## config.mk

```make
export PLATFORM = sky130hd
export DESIGN_NAME = bus_dma_master
export DESIGN_NICKNAME = d
export VERILOG_FILES = /design/src/rtl/bus_dma_master.sv
export SDC_FILE = /design/constraint.sdc
export NUM_CORES = 1
export LEC_CHECK = 0
export ABC_AREA = 1
export BUFFER_PORTS_ARGS = -buffer_cell sky130_fd_sc_hd__buf_2
export CORE_UTILIZATION = 30
export CTS_CLUSTER_SIZE = 8
export DETAILED_ROUTE_END_ITERATION = 16
export SLEW_MARGIN = 10
export SYNTH_ARGS = -nofsm -noshare
export SYNTH_HDL_FRONTEND = slang
export SYNTH_SLANG_ARGS = --single-unit
```

## constraint.sdc

```tcl
create_clock -name CLK -period 2.3 [get_ports CLK]
set_input_delay 0.345 -clock CLK [delete_from_list [all_inputs] [get_ports CLK]]
set_output_delay 0.345 -clock CLK [all_outputs]
set_load 0.05 [all_outputs]
```

## src/rtl/bus_dma_master.sv

```systemverilog
// Bus initiator: block copy (RD/WR, 2 cycles/word) or constant fill (1 cycle/word, `DMA_FILL_EN); START->DONE is 2*LEN+1 or LEN+1 cycles.
// LOCK=0 freezes all state and bus outputs; ABORT ends the transfer after the in-flight word.
module bus_dma_master #(
  parameter int ABITS  = 16,
  parameter int DBITS  = 16,
  parameter int SABITS = 1,
  parameter int LBITS  = 16
) (
  input  logic             CLK,
  input  logic             RSTN,
  input  logic             LOCK,
  input  logic             START,
  input  logic [ABITS-1:0] SRC,
  input  logic [ABITS-1:0] DST,
  input  logic [LBITS-1:0] LEN,
  input  logic             FILL,
  input  logic             ABORT,
  input  logic             INTACK,
  output logic             BUSY,
  output logic             DONE,
  output logic             INTR,
  output logic [ABITS-1:0] ABUS,
  output logic             RE,
  output logic             WE,
  output logic [DBITS-1:0] WBUS,
  input  logic [DBITS-1:0] RBUS
);

  typedef enum logic [1:0] {IDLE, RD, WR, FIN} state_t;

  localparam logic [ABITS-1:0] STEP = ABITS'(1 << SABITS);

  state_t           state, state_n;
  logic [ABITS-1:0] src, dst;
  logic [LBITS-1:0] count;
  logic [DBITS-1:0] data;
  logic             fill_q, abort_q, intr_q;
  logic             fill_start;

`ifdef DMA_FILL_EN
  assign fill_start = FILL;
`else
  logic unused_fill;
  assign unused_fill = FILL;
  assign fill_start  = 1'b0;
`endif

  always_comb begin
    state_n = state;
    ABUS    = '0;
    RE      = 1'b0;
    WE      = 1'b0;
    BUSY    = 1'b0;
    DONE    = 1'b0;
    case (state)
      IDLE: begin
        if (START) begin
          if (LEN == '0)      state_n = FIN;
          else if (fill_start) state_n = WR;
          else                 state_n = RD;
        end
      end
      RD: begin
        ABUS    = src;
        RE      = 1'b1;
        BUSY    = 1'b1;
        state_n = WR;
      end
      WR: begin
        ABUS = dst;
        WE   = 1'b1;
        BUSY = 1'b1;
        // abort_q carries an ABORT seen during this word's read phase
        if (count == LBITS'(1) || ABORT || abort_q) state_n = FIN;
        else if (fill_q)                            state_n = WR;
        else                                        state_n = RD;
      end
      FIN: begin
        BUSY    = 1'b1;
        DONE    = 1'b1;
        state_n = IDLE;
      end
      default: state_n = IDLE;
    endcase
  end

  assign WBUS = data;
  assign INTR = intr_q;

  always_ff @(posedge CLK or negedge RSTN) begin
    if (!RSTN) begin
      state   <= IDLE;
      src     <= '0;
      dst     <= '0;
      count   <= '0;
      data    <= '0;
      fill_q  <= 1'b0;
      abort_q <= 1'b0;
      intr_q  <= 1'b0;
    end else if (LOCK) begin
      state <= state_n;
      case (state)
        IDLE: begin
          if (START) begin
            src     <= SRC;
            dst     <= DST;
            count   <= LEN;
            fill_q  <= fill_start;
            abort_q <= 1'b0;
            if (fill_start) data <= DBITS'(SRC);
          end
        end
        RD: begin
          data <= RBUS;
          src  <= src + STEP;
          if (ABORT) abort_q <= 1'b1;
        end
        WR: begin
          dst   <= dst + STEP;
          count <= count - LBITS'(1);
        end
        default: ;
      endcase
      // a completion in the same cycle as INTACK keeps the flag set
      if (state == FIN) intr_q <= 1'b1;
      else if (INTACK)  intr_q <= 1'b0;
    end
  end

endmodule

```

==> reports/qor.yml, run 1 <==
outcome:
  run_status: "finished, violations left"
  violations: "hold timing"
drt:
  drt-initial-drc-count: 302
  dr.pass1.iters: 7
  total_routed_wirelength_mm: 11.82
  route.detailed.vias_per_inst: 4.688
  wire_length_per_cell_after_detailed_routing_um: 12.97
  final_antenna_violating_net_count: 0
  drt_drc_violations_left: 0
  vias: 4271
clock_network:
  clock-root-buffer: "sky130_fd_sc_hd__clkbuf_16"
  cts_buffers: 9
  cts_max_level: 3
  cts.sink_count: 68
  worstSkewPairLatency_ns: 0.33
  ctsLongestPathBuffers: 2
  clock_tree_from_tritoncts: "done"
  post_cts_hold_buffer_count: 0
  cts_resized: 0
  cts.reportedPaths.clkPinSlew_ns: 0.06
  cts_post_setup_buffers_inserted: 0
power_and_ir_drop:
  power.clock.fraction_pct: 17.3
  p_sw_share_pct: 50.84
  switching_power_w: 0.004243
  cell_internal_pwr_w: 0.004103
  power_frac_seq_pct: 27.7
  power_density_nw_per_um2: 1504
  power_w: 0.008346
  max-vdd-ir-drop_uv: 684.0
  combPwrFrac_pct: 54.9
  total_leakage_power_nw: 2.732
sta:
  finalHoldViolations: 3
  tightest_slew_ns: 0.5049
  clock_skew_ns: 0.006068
  shortest_period_the_worst_path_allows_ns: 2.155
  smallest_hold_slack_ns: -0.01632
  final_max_slew_viol_count: 0
  setup-violations-final: 0
  slew_headroom_pct: 65.98
  max_freq_mhz: 464.0
  grt_setup_unrepaired: "false"
  final.setup.tns_ns: 0
  final_critical_path_setup_slack_ns: 0.1450
  min_period_over_period_pct: 93.70
min_path:
  hp-class: "primary input to async pin"
critical_path:
  worstSetupEndpointType: "primary output"
  cp_data_required_time_ns: 1.96
  r2r_cells: 10
  path_max_fanout: 34
  timing.setup.critical_path_class: "flop to primary output"
  startpoint_type: "flop"
  critPathArrivalTime_ns: 1.81
logic_synthesis:
  syn_warnings: 0
  yosys.cell_types.count: 34
  post-synth-top-area-fraction_pct: 39.31
  synth_fp_nets: 700
  post_synth.cell_area_avg_um2: 6.983
  yosys_register_bits: 68
  mappedNetlistArea_um2: 4329
  synth_largest_area_cell: "sky130_fd_sc_hd__dfrtp_1"
  syn-instance-count: 620
  ys_top_cells_by_area: "sky130_fd_sc_hd__dfrtp_1 (39%), sky130_fd_sc_hd__nand2_1 (19%), sky130_fd_sc_hd__nor2_1 (6.4%), sky130_fd_sc_hd__nand3_1 (5.2%), sky130_fd_sc_hd__inv_1 (4.2%)"
  synth_seq_area_share_pct: 39.31
grt:
  grt.total_usage_pct: 16.56
  grt-ovfl-total: 0
  largest_net_degree_at_the_start_of_global_routing: 69
  antenna_found_initial: 1
  via_count_of_the_first_global_routing_pass: 3955
  grt_first_pass_wirelength_mm: 19.31
die:
  core-area_um2: 13990
  initial_core_util_pct: 30.95
  die_height_um: 122.1
  placement_rows: 43
  num_io_pins: 108
  die_width_um: 122.1
  dieArea_um2: 14910
placed_design:
  dp_worst_setup_slack_ns: 0.3705
  placed_area_um2: 5206
  place_hpwl_mm: 8.652
  io_buffer_count: 106
  gp_routability_congestion: 0.8430
final_layout:
  area.growth.synth_to_final_pct: 28.18
  postLayoutCellArea_um2: 5549
  final.fill_count: 1516
  drive_gt1_share_pct: 24.62
  ff_latch_area_um2: 1702
  multi_input_area_um2: 2421
  antenna_cells: 0
  final_nets: 806
job:
  drv_cap: 0
power groups by stage:
stage                     Sequential, W  Clock (W)  Combinational (W)
final                           0.00232    0.00145            0.00458
after floorplan                 0.00274          0            0.00298
after global routing            0.00240    0.00154            0.00509
after global placement          0.00231          0            0.00454
after CTS                       0.00230    0.00148            0.00458
after detailed placement        0.00232          0            0.00457
synth_stat cells, drive strengths merged:
cell,number
nand3b,4
dfrtp,68
xnor2,3
xor2,5
nor2,76
buf,20
o22ai,2
nand4,6
a22oi,1
nand3,45
mux2,16
inv,50
ha,9
o211ai,7
or2,2
a21oi,30
nor3,4
o21ai,40
clkbuf,4
o21bai,1
a21boi,4
nand2,216
a22o,1
a31oi,6
placed cells by master (no fill, tap or decap), types with 9 or more instances in the layout:
cell type / n
sky130_fd_sc_hd__mux2_2: 16
sky130_fd_sc_hd__nand3_1: 45
sky130_fd_sc_hd__a21oi_2: 14
sky130_fd_sc_hd__o21ai_1: 12
sky130_fd_sc_hd__inv_1: 46
sky130_fd_sc_hd__nand2_1: 216
sky130_fd_sc_hd__buf_2: 102
sky130_fd_sc_hd__a21oi_1: 13
sky130_fd_sc_hd__dfrtp_1: 68
sky130_fd_sc_hd__nor2_1: 74
sky130_fd_sc_hd__o21ai_0: 26
sky130_fd_sc_hd__clkbuf_16: 9
worst max-delay path, cell delays in order (launching register included):
cell and delay (ns):
sky130_fd_sc_hd__dfrtp_1 0.45, sky130_fd_sc_hd__inv_2 0.11, sky130_fd_sc_hd__ha_4 0.17, sky130_fd_sc_hd__buf_12 0.18, sky130_fd_sc_hd__nand2_1 0.13, sky130_fd_sc_hd__a21oi_4 0.15, sky130_fd_sc_hd__buf_2 0.27
cell type report:
cell class / count / area share (%)
multi-input cells: 478 / 43.63
repair buffers: 119 / 12.69
clock inverters: 7 / 1.511
well taps: 180 / 4.059
flip-flops and latches: 68 / 30.67
clock buffers: 9 / 4.059
inverters: 50 / 3.382
stage by stage:
stage	instances	utilization [%]
5_1_grt	911	39.67
3_5_place_dp	895	37.22
2_1_floorplan	620	-
6_report	911	39.67
3_3_place_gp	895	37.22
4_1_cts	911	39.43
final timing paths:
path,slack (ns),endpoint,startpoint
worst min register to register,0.50,WBUS[7]$_DFFE_PN0P_,WBUS[7]$_DFFE_PN0P_
max in group asynchronous,1.94,WBUS[5]$_DFFE_PN0P_,RSTN
worst max register to register,0.40,dst[3]$_DFFE_PN0P_,state[0]$_DFFE_PN0P_
min in group CLK,0.24,WBUS[14]$_DFFE_PN0P_,RBUS[14]
worst min-delay path,-0.02,count[4]$_DFFE_PN0P_,RSTN
worst max-delay path,0.14,ABUS[4],state[1]$_DFFE_PN0P_
per-layer routing:
layer / vias up / global-route usage [%] / part of all wire [%]
met5: - / 0 / 0
met4: 0 / 4.345 / 1.2
met3: 10 / 3.464 / 4.9
met2: 99 / 26.38 / 46
met1: 1936 / 22.66 / 48
li1: 2226 / - / -
cell families after synthesis:
kind of cell | count (synthesis) | synth area share [%]
compound gates | 92 | 12.11
xor+xnor | 8 | 1.619
fa+ha+maj | 9 | 2.601
buf+inv | 74 | 7.254
flops | 68 | 39.31
mux | 16 | 4.162
simple gates | 353 | 32.95
state kept, by name, summed over array words and instances, names as in the netlist:
name	cells
WBUS	16
count	16
dst	16
src	16
state	2
INTR	1
abort_q	1
Power figures use the tool's default switching activity.
==> run 2: changes to the inputs <==
--- a/config.mk
+++ b/config.mk
@@ -7,9 +7,11 @@
 export LEC_CHECK = 0
 export ABC_AREA = 1
 export BUFFER_PORTS_ARGS = -buffer_cell sky130_fd_sc_hd__buf_2
+export CAP_MARGIN = 20
 export CORE_UTILIZATION = 30
 export CTS_CLUSTER_SIZE = 8
 export DETAILED_ROUTE_END_ITERATION = 16
+export RECOVER_POWER = 25
 export SLEW_MARGIN = 10
 export SYNTH_ARGS = -nofsm -noshare
 export SYNTH_HDL_FRONTEND = slang
==> run 2 against run 1 <==
Effect of this change:
- the run ends with capacitance limit, slew limit left
- first-iteration DRC count did not move
- global-route usage unchanged
- fmax is the same
- sequential share of layout area grew 0.083 points
- setup slack did not move
- register-to-register slack barely moved
- die area is the same
- power hardly changed
- critical endpoint unchanged
- largest power group unchanged
==> reports/qor.yml, run 2 (synthesis gave the netlist of run 1 again) <==
power_and_ir_drop:
  total_leakage_power_nw: 2.727  # -0.19%
  max-vdd-ir-drop_uv: 684.0  # about the same
  power_density_nw_per_um2: 1508  # +0.23%
clock_network:
  cts_post_setup_buffers_inserted: 0  # unchanged
  cts.reportedPaths.clkPinSlew_ns: 0.06  # about the same
  worstSkewPairLatency_ns: 0.33  # about the same
  post_cts_hold_buffer_count: 0  # unchanged
  cts_buffers: 9  # unchanged
  clock-root-buffer: "sky130_fd_sc_hd__clkbuf_16"
  clock_tree_from_tritoncts: "done"
  cts_resized: 0  # unchanged
  cts_max_level: 3  # unchanged
  ctsLongestPathBuffers: 2  # unchanged
  cts.sink_count: 68  # unchanged
drt:
  total_routed_wirelength_mm: 11.83  # about the same
  vias: 4271  # unchanged
  route.detailed.vias_per_inst: 4.688  # unchanged
  wire_length_per_cell_after_detailed_routing_um: 12.98  # about the same
  drt_drc_violations_left: 0  # unchanged
  drt-initial-drc-count: 302  # unchanged
  final_antenna_violating_net_count: 0  # unchanged
  dr.pass1.iters: 7  # unchanged
grt:
  antenna_found_initial: 1  # unchanged
  grt.total_usage_pct: 16.56  # unchanged
  grt_first_pass_wirelength_mm: 19.31  # unchanged
  via_count_of_the_first_global_routing_pass: 3955  # unchanged
  grt-ovfl-total: 0  # unchanged
  largest_net_degree_at_the_start_of_global_routing: 69  # unchanged
outcome:
  violations: "capacitance limit, slew limit"
  run_status: "finished, violations left"
critical_path:
  timing.setup.critical_path_class: "flop to primary output"
  critPathArrivalTime_ns: 1.81  # about the same
  path_max_fanout: 34  # unchanged
  cpPeakStageDelay_ns: 0.45  # about the same
  critical_path.cell_chain: "inv_2 > ha_4 > buf_12 > nand2_1 > a21oi_4 > buf_2"
  rr_endpoint: "dst[3]$_DFFE_PN0P_"
  cp_data_required_time_ns: 1.96  # about the same
  worstSetupEndpointType: "primary output"
  worst_r2r_startpoint: "state[0]$_DFFE_PN0P_"
  startpoint_type: "flop"
  r2r_cells: 10  # unchanged
  crit_slowest_cell: "sky130_fd_sc_hd__dfrtp_1"
  reg2reg_setup_slack_ns: 0.40  # about the same
placed_design:
  dp_worst_setup_slack_ns: 0.3705  # unchanged
  gp_routability_congestion: 0.8430  # unchanged
  io_buffer_count: 106  # unchanged
  place_hpwl_mm: 8.652  # unchanged
  placed_area_um2: 5206  # unchanged
min_path:
  worst_hold_path.endpoint: "WBUS[14]$_DFFE_PN0P_"
  hp-class: "primary input to flop"
  holdCritStartpoint: "RBUS[14]"
  hold_path_depth: 2
sta:
  slew_headroom_pct: -19.58  # -86 points
  final_max_slew_viol_count: 69  # +69
  shortest_period_the_worst_path_allows_ns: 2.155  # unchanged
  final_critical_path_setup_slack_ns: 0.1450  # unchanged
  max_freq_mhz: 464.0  # unchanged
  clock_skew_ns: 0.006068  # unchanged
  grt_setup_unrepaired: "false"
  min_period_over_period_pct: 93.70  # unchanged
  tightest_slew_ns: 1.794  # +1.289 ns
  smallest_hold_slack_ns: 0.2380  # +0.2543 ns
  finalHoldViolations: 0  # -3
  setup-violations-final: 0  # unchanged
die:
  placement_rows: 43  # unchanged
  dieArea_um2: 14910  # unchanged
  num_io_pins: 108  # unchanged
  core-area_um2: 13990  # unchanged
  die_width_um: 122.1  # unchanged
  initial_core_util_pct: 30.95  # unchanged
  die_height_um: 122.1  # unchanged
job:
  drv_cap: 1  # +1
final_layout:
  antenna_cells: 0  # unchanged
  layout_common_cells: "sky130_fd_sc_hd__nand2_1 (216), sky130_fd_sc_hd__buf_2 (102), sky130_fd_sc_hd__nor2_1 (74), sky130_fd_sc_hd__dfrtp_1 (68), sky130_fd_sc_hd__inv_1 (46)"
  area.growth.synth_to_final_pct: 27.83
  most_common_library_cell_in_the_layout_ignoring_fill_and_taps: "sky130_fd_sc_hd__nand2_1"
  final_nets: 806  # unchanged
  drive_gt1_share_pct: 24.62  # unchanged
  postLayoutCellArea_um2: 5534  # -0.27%
-- run 2: cell types whose count changed in the layout (fill, tap and decap cells not counted), sizes merged --
cell,change
buf,-1
clkbuf,+1
-- run 2: cell type report --
cell class | count | area [µm²]
Clock buffer | 9 | 225.2
Clock inverter | 7 | 83.83
Fill cell | 1517 | 8454
Inverter | 50 | 187.7
Multi-Input combinational cell | 478 | 2421
Sequential cell | 68 | 1702
Tap cell | 180 | 225.2
Timing Repair Buffer | 119 | 689.4
-- run 2: how the worst max path moves through the flow --
stage	end	startpoint	slack, ns
6_report	ABUS[4]	state[1]$_DFFE_PN0P_	0.14
5_1_grt	ABUS[10]	state[1]$_DFFE_PN0P_	0.007
4_1_cts	ABUS[9]	state[0]$_DFFE_PN0P_	0.02
3_5_place_dp	dst[15]$_DFFE_PN0P_	state[0]$_DFFE_PN0P_	0.37
3_3_place_gp	ABUS[9]	state[0]$_DFFE_PN0P_	0.39
2_1_floorplan	ABUS[2]	state[0]$_DFFE_PN0P_	-0.06
-- run 2: worst max-delay path: cells and delay by family, from the launching register on --
kind                     cells  cell delay [ns]
buffers and inverters        3             0.56
flip-flops                   1             0.45
adder cells (fa/ha/maj)      1             0.17
AO/OA/AOI/OAI                1             0.15
AND/OR/NAND/NOR              1             0.13
-- run 2: power by group --
| part | internal (W) | total, W | switching [W] |
|---|---|---|---|
| clock network | 0.000859 | 0.00145 | 0.000587 |
| registers | 0.00178 | 0.00232 | 0.000534 |
| logic | 0.00146 | 0.00458 | 0.00312 |
-- run 2: layer usage --
layer | routed length [µm] | up-vias | global-route usage (%)
li1 | - | 2226 | -
met1 | 5655 | 1936 | 22.66
met2 | 5444 | 99 | 26.38
met3 | 579 | 10 | 3.464
met4 | 146 | 0 | 4.345
met5 | 0 | - | 0
-- run 2: through the flow --
step	instances	power (W)	util [%]	TNS [ns]
global placement	895	0.006846	37.22	0
detailed placement	895	0.006884	37.22	0
finish	911	0.008343	39.56	0
CTS	911	0.008365	39.43	0
global route	911	0.009022	39.56	0
floorplan	620	0.005714	-	-0.1973
==> run 3: changes to the inputs <==
==> constraint.sdc (replaced) <==
create_clock -name CLK -period 2.1 [get_ports CLK]
set_input_delay 0.315 -clock CLK [delete_from_list [all_inputs] [get_ports CLK]]
set_output_delay 0.315 -clock CLK [all_outputs]
set_load 0.05 [all_outputs]
==> run 3 against run 2 <==
Effect of this change:
- the flow still finishes with violations (capacitance limit, slew limit)
- register-to-register slack worse by 0.29 ns
- utilization increased by 1.3 points
- first-iteration DRC count fell by 34%
- non-clock buffer count rose by 6
- global-route usage up 1.2 points
- wire length rose by 6.7%
- final cell count rose by 0.66%
==> reports/qor.yml, run 3 (synthesis gave the netlist of run 1 again) <==
outcome:
  run_status: "finished, violations left"
  violations: "capacitance limit, slew limit"
final_layout:
  final_nets: 812  # +0.74%
  layout_common_cells: "sky130_fd_sc_hd__nand2_1 (216), sky130_fd_sc_hd__buf_2 (91), sky130_fd_sc_hd__nor2_1 (74), sky130_fd_sc_hd__dfrtp_1 (67)"
  ff_latch_area_um2: 1703  # about the same
  antenna_cells: 0  # unchanged
  final.fill_count: 1509  # -0.53%
  post-route-util_pct: 40.89  # +1.3 points
  multi_input_area_um2: 2474  # +2.2%
  most_common_library_cell_in_the_layout_ignoring_fill_and_taps: "sky130_fd_sc_hd__nand2_1"
  area.growth.synth_to_final_pct: 32.14
  drive_gt1_share_pct: 25.37  # +0.75 points
sta:
  max_freq_mhz: 491.8
  grt_setup_unrepaired: "true"
  setup-violations-final: 0  # unchanged
  slew_headroom_pct: -7.488  # +12 points
  tightest_slew_ns: 1.612  # -0.1813 ns
  final_max_slew_viol_count: 69  # unchanged
  finalHoldViolations: 0  # unchanged
  final.setup.tns_ns: 0  # unchanged
  clock_skew_ns: 0.007455  # +0.001388 ns
  min_period_over_period_pct: 96.82
  shortest_period_the_worst_path_allows_ns: 2.033
grt:
  via_count_of_the_first_global_routing_pass: 4220  # +6.7%
  antenna_found_initial: 0  # -1
  grt_first_pass_wirelength_mm: 20.31  # +5.1%
  grt-ovfl-total: 0  # unchanged
  largest_net_degree_at_the_start_of_global_routing: 69  # unchanged
  grt.total_usage_pct: 17.73  # +1.2 points
critical_path:
  startpoint_type: "flop"
  cp_data_required_time_ns: 1.78  # -0.18 ns
  critPathArrivalTime_ns: 1.72  # -0.09 ns
  path_max_fanout: 9  # -74%
  worst_setup_path_startpoint: "state[1]$_DFFE_PN0P_"
  worst_r2r_startpoint: "state[0]$_DFFE_PN0P_"
  cpPeakStageDelay_ns: 0.44  # about the same
  timing.setup.critical_path_class: "flop to primary output"
  reg2reg_setup_slack_ns: 0.11  # -0.29 ns
  worstSetupEndpointType: "primary output"
  critical_path.cell_chain: "inv_2 > ha_4 > buf_12 > nand2_1 > a21oi_2 > buf_6"
  r2r_cells: 8  # -2
  rr_endpoint: "WBUS[13]$_DFFE_PN0P_"
  crit_slowest_cell: "sky130_fd_sc_hd__dfrtp_2"
power_and_ir_drop:
  power_frac_seq_pct: 26.2  # -1.6 points
  combPwrFrac_pct: 57.0  # +2.1 points
  max-vdd-ir-drop_uv: 1265  # +85%
  switching_power_w: 0.004823  # +14%
  p_sw_share_pct: 49.63  # -1.2 points
  cell_internal_pwr_w: 0.004895  # +19%
  total_leakage_power_nw: 2.777  # +1.9%
  power.clock.fraction_pct: 16.7  # -0.6 points
  power_density_nw_per_um2: 1699  # +13%
die:
  dieArea_um2: 14910  # unchanged
  placement_rows: 43  # unchanged
  die_width_um: 122.1  # unchanged
  core-area_um2: 13990  # unchanged
  num_io_pins: 108  # unchanged
  initial_core_util_pct: 30.95  # unchanged
  die_height_um: 122.1  # unchanged
min_path:
  hp-class: "primary input to flop"
  holdCritStartpoint: "SRC[0]"
  hold_path_depth: 3  # +1
  worst_hold_path.endpoint: "src[0]$_DFFE_PN0P_"
clock_network:
  cts_max_level: 3  # unchanged
  cts_buffers: 9  # unchanged
  worstSkewPairLatency_ns: 0.34  # about the same
  cts.reportedPaths.clkPinSlew_ns: 0.06  # about the same
  ctsLongestPathBuffers: 2  # unchanged
  clock_tree_from_tritoncts: "done"
  clock-root-buffer: "sky130_fd_sc_hd__clkbuf_16"
  cts.sink_count: 68  # unchanged
  post_cts_hold_buffer_count: 0  # unchanged
placed_design:
  gp_routability_congestion: 0.8348  # -0.97%
  io_buffer_count: 106  # unchanged
  place_hpwl_mm: 8.756  # +1.2%
drt:
  drt_drc_violations_left: 0  # unchanged
  final_antenna_violating_net_count: 0  # unchanged
  total_routed_wirelength_mm: 12.62  # +6.7%
  wire_length_per_cell_after_detailed_routing_um: 13.77  # +6.0%
  vias: 4382  # +2.6%
  route.detailed.vias_per_inst: 4.779  # +1.9%
  drt-initial-drc-count: 198  # -34%
  dr.pass1.iters: 4  # -3
job:
  drv_cap: 1  # unchanged
==> run 3: worst max-delay path, delay by kind of cell, from the launching register on <==
kind                     cells  cell delay [ns]
AND/OR/NAND/NOR              1             0.08
adder cells (fa/ha/maj)      1             0.24
buffers and inverters        3             0.44
flip-flops                   1             0.44
AO/OA/AOI/OAI                1             0.18
==> run 3: worst max path at each step <==
stage                     to  depth (start not counted)
global route        ABUS[12]                          6
global placement    ABUS[13]                          5
CTS                  ABUS[7]                          6
finish               ABUS[7]                          6
detailed placement  ABUS[10]                          5
floorplan           ABUS[12]                          5
==> run 3: final cells by class <==
class / count / share of cell area, %
Clock buffer: 10 / 4.003
Clock inverter: 6 / 1.553
Inverter: 50 / 3.281
Multi-Input combinational cell: 478 / 43.24
Sequential cell: 68 / 29.77
Tap cell: 180 / 3.937
Timing Repair Buffer: 125 / 14.22
==> run 3: what timing repair did <==
| item | in CTS | in global routing |
|---|---|---|
| setup endpoints to repair | 16 | 18 |
| pin swaps | 1 | 1 |
| buffers inserted | 4 | 1 |
| resized for setup | 23 | 4 |
| gates cloned | 0 | 1 |
==> run 3: layer usage <==
layer / vias up / global-route usage (%) / share of wire, %
li1: 2234 / - / -
met1: 2043 / 23.20 / 49
met2: 92 / 28.78 / 46
met3: 13 / 3.137 / 3.8
met4: 0 / 7.241 / 1.4
met5: - / 0 / 0
==> run 3: power groups by stage <==
stage | Clock [W] | Sequential (W) | Combinational [W]
floorplan | 0 | 0.00301 | 0.00340
global route | 0.00173 | 0.00264 | 0.00604
global placement | 0 | 0.00255 | 0.00510
CTS | 0.00168 | 0.00254 | 0.00542
detailed placement | 0 | 0.00254 | 0.00515
finish | 0.00163 | 0.00255 | 0.00554
==> run 3: through the flow <==
step / hold WS, ns / cells / power [W] / cell area (µm²) / setup WS, ns
after global placement: 0.3844 / 895 / 0.007652 / 5266 / 0.1435
after floorplan: 0.01941 / 620 / 0.006409 / 4493 / -0.03091
after detailed placement: 0.3646 / 895 / 0.007692 / 5266 / 0.1238
after global routing: 0.1915 / 917 / 0.01041 / 5720 / -0.007174
after CTS: 0.01147 / 915 / 0.009646 / 5697 / 0.002425
final: 0.2022 / 917 / 0.009719 / 5720 / 0.06679
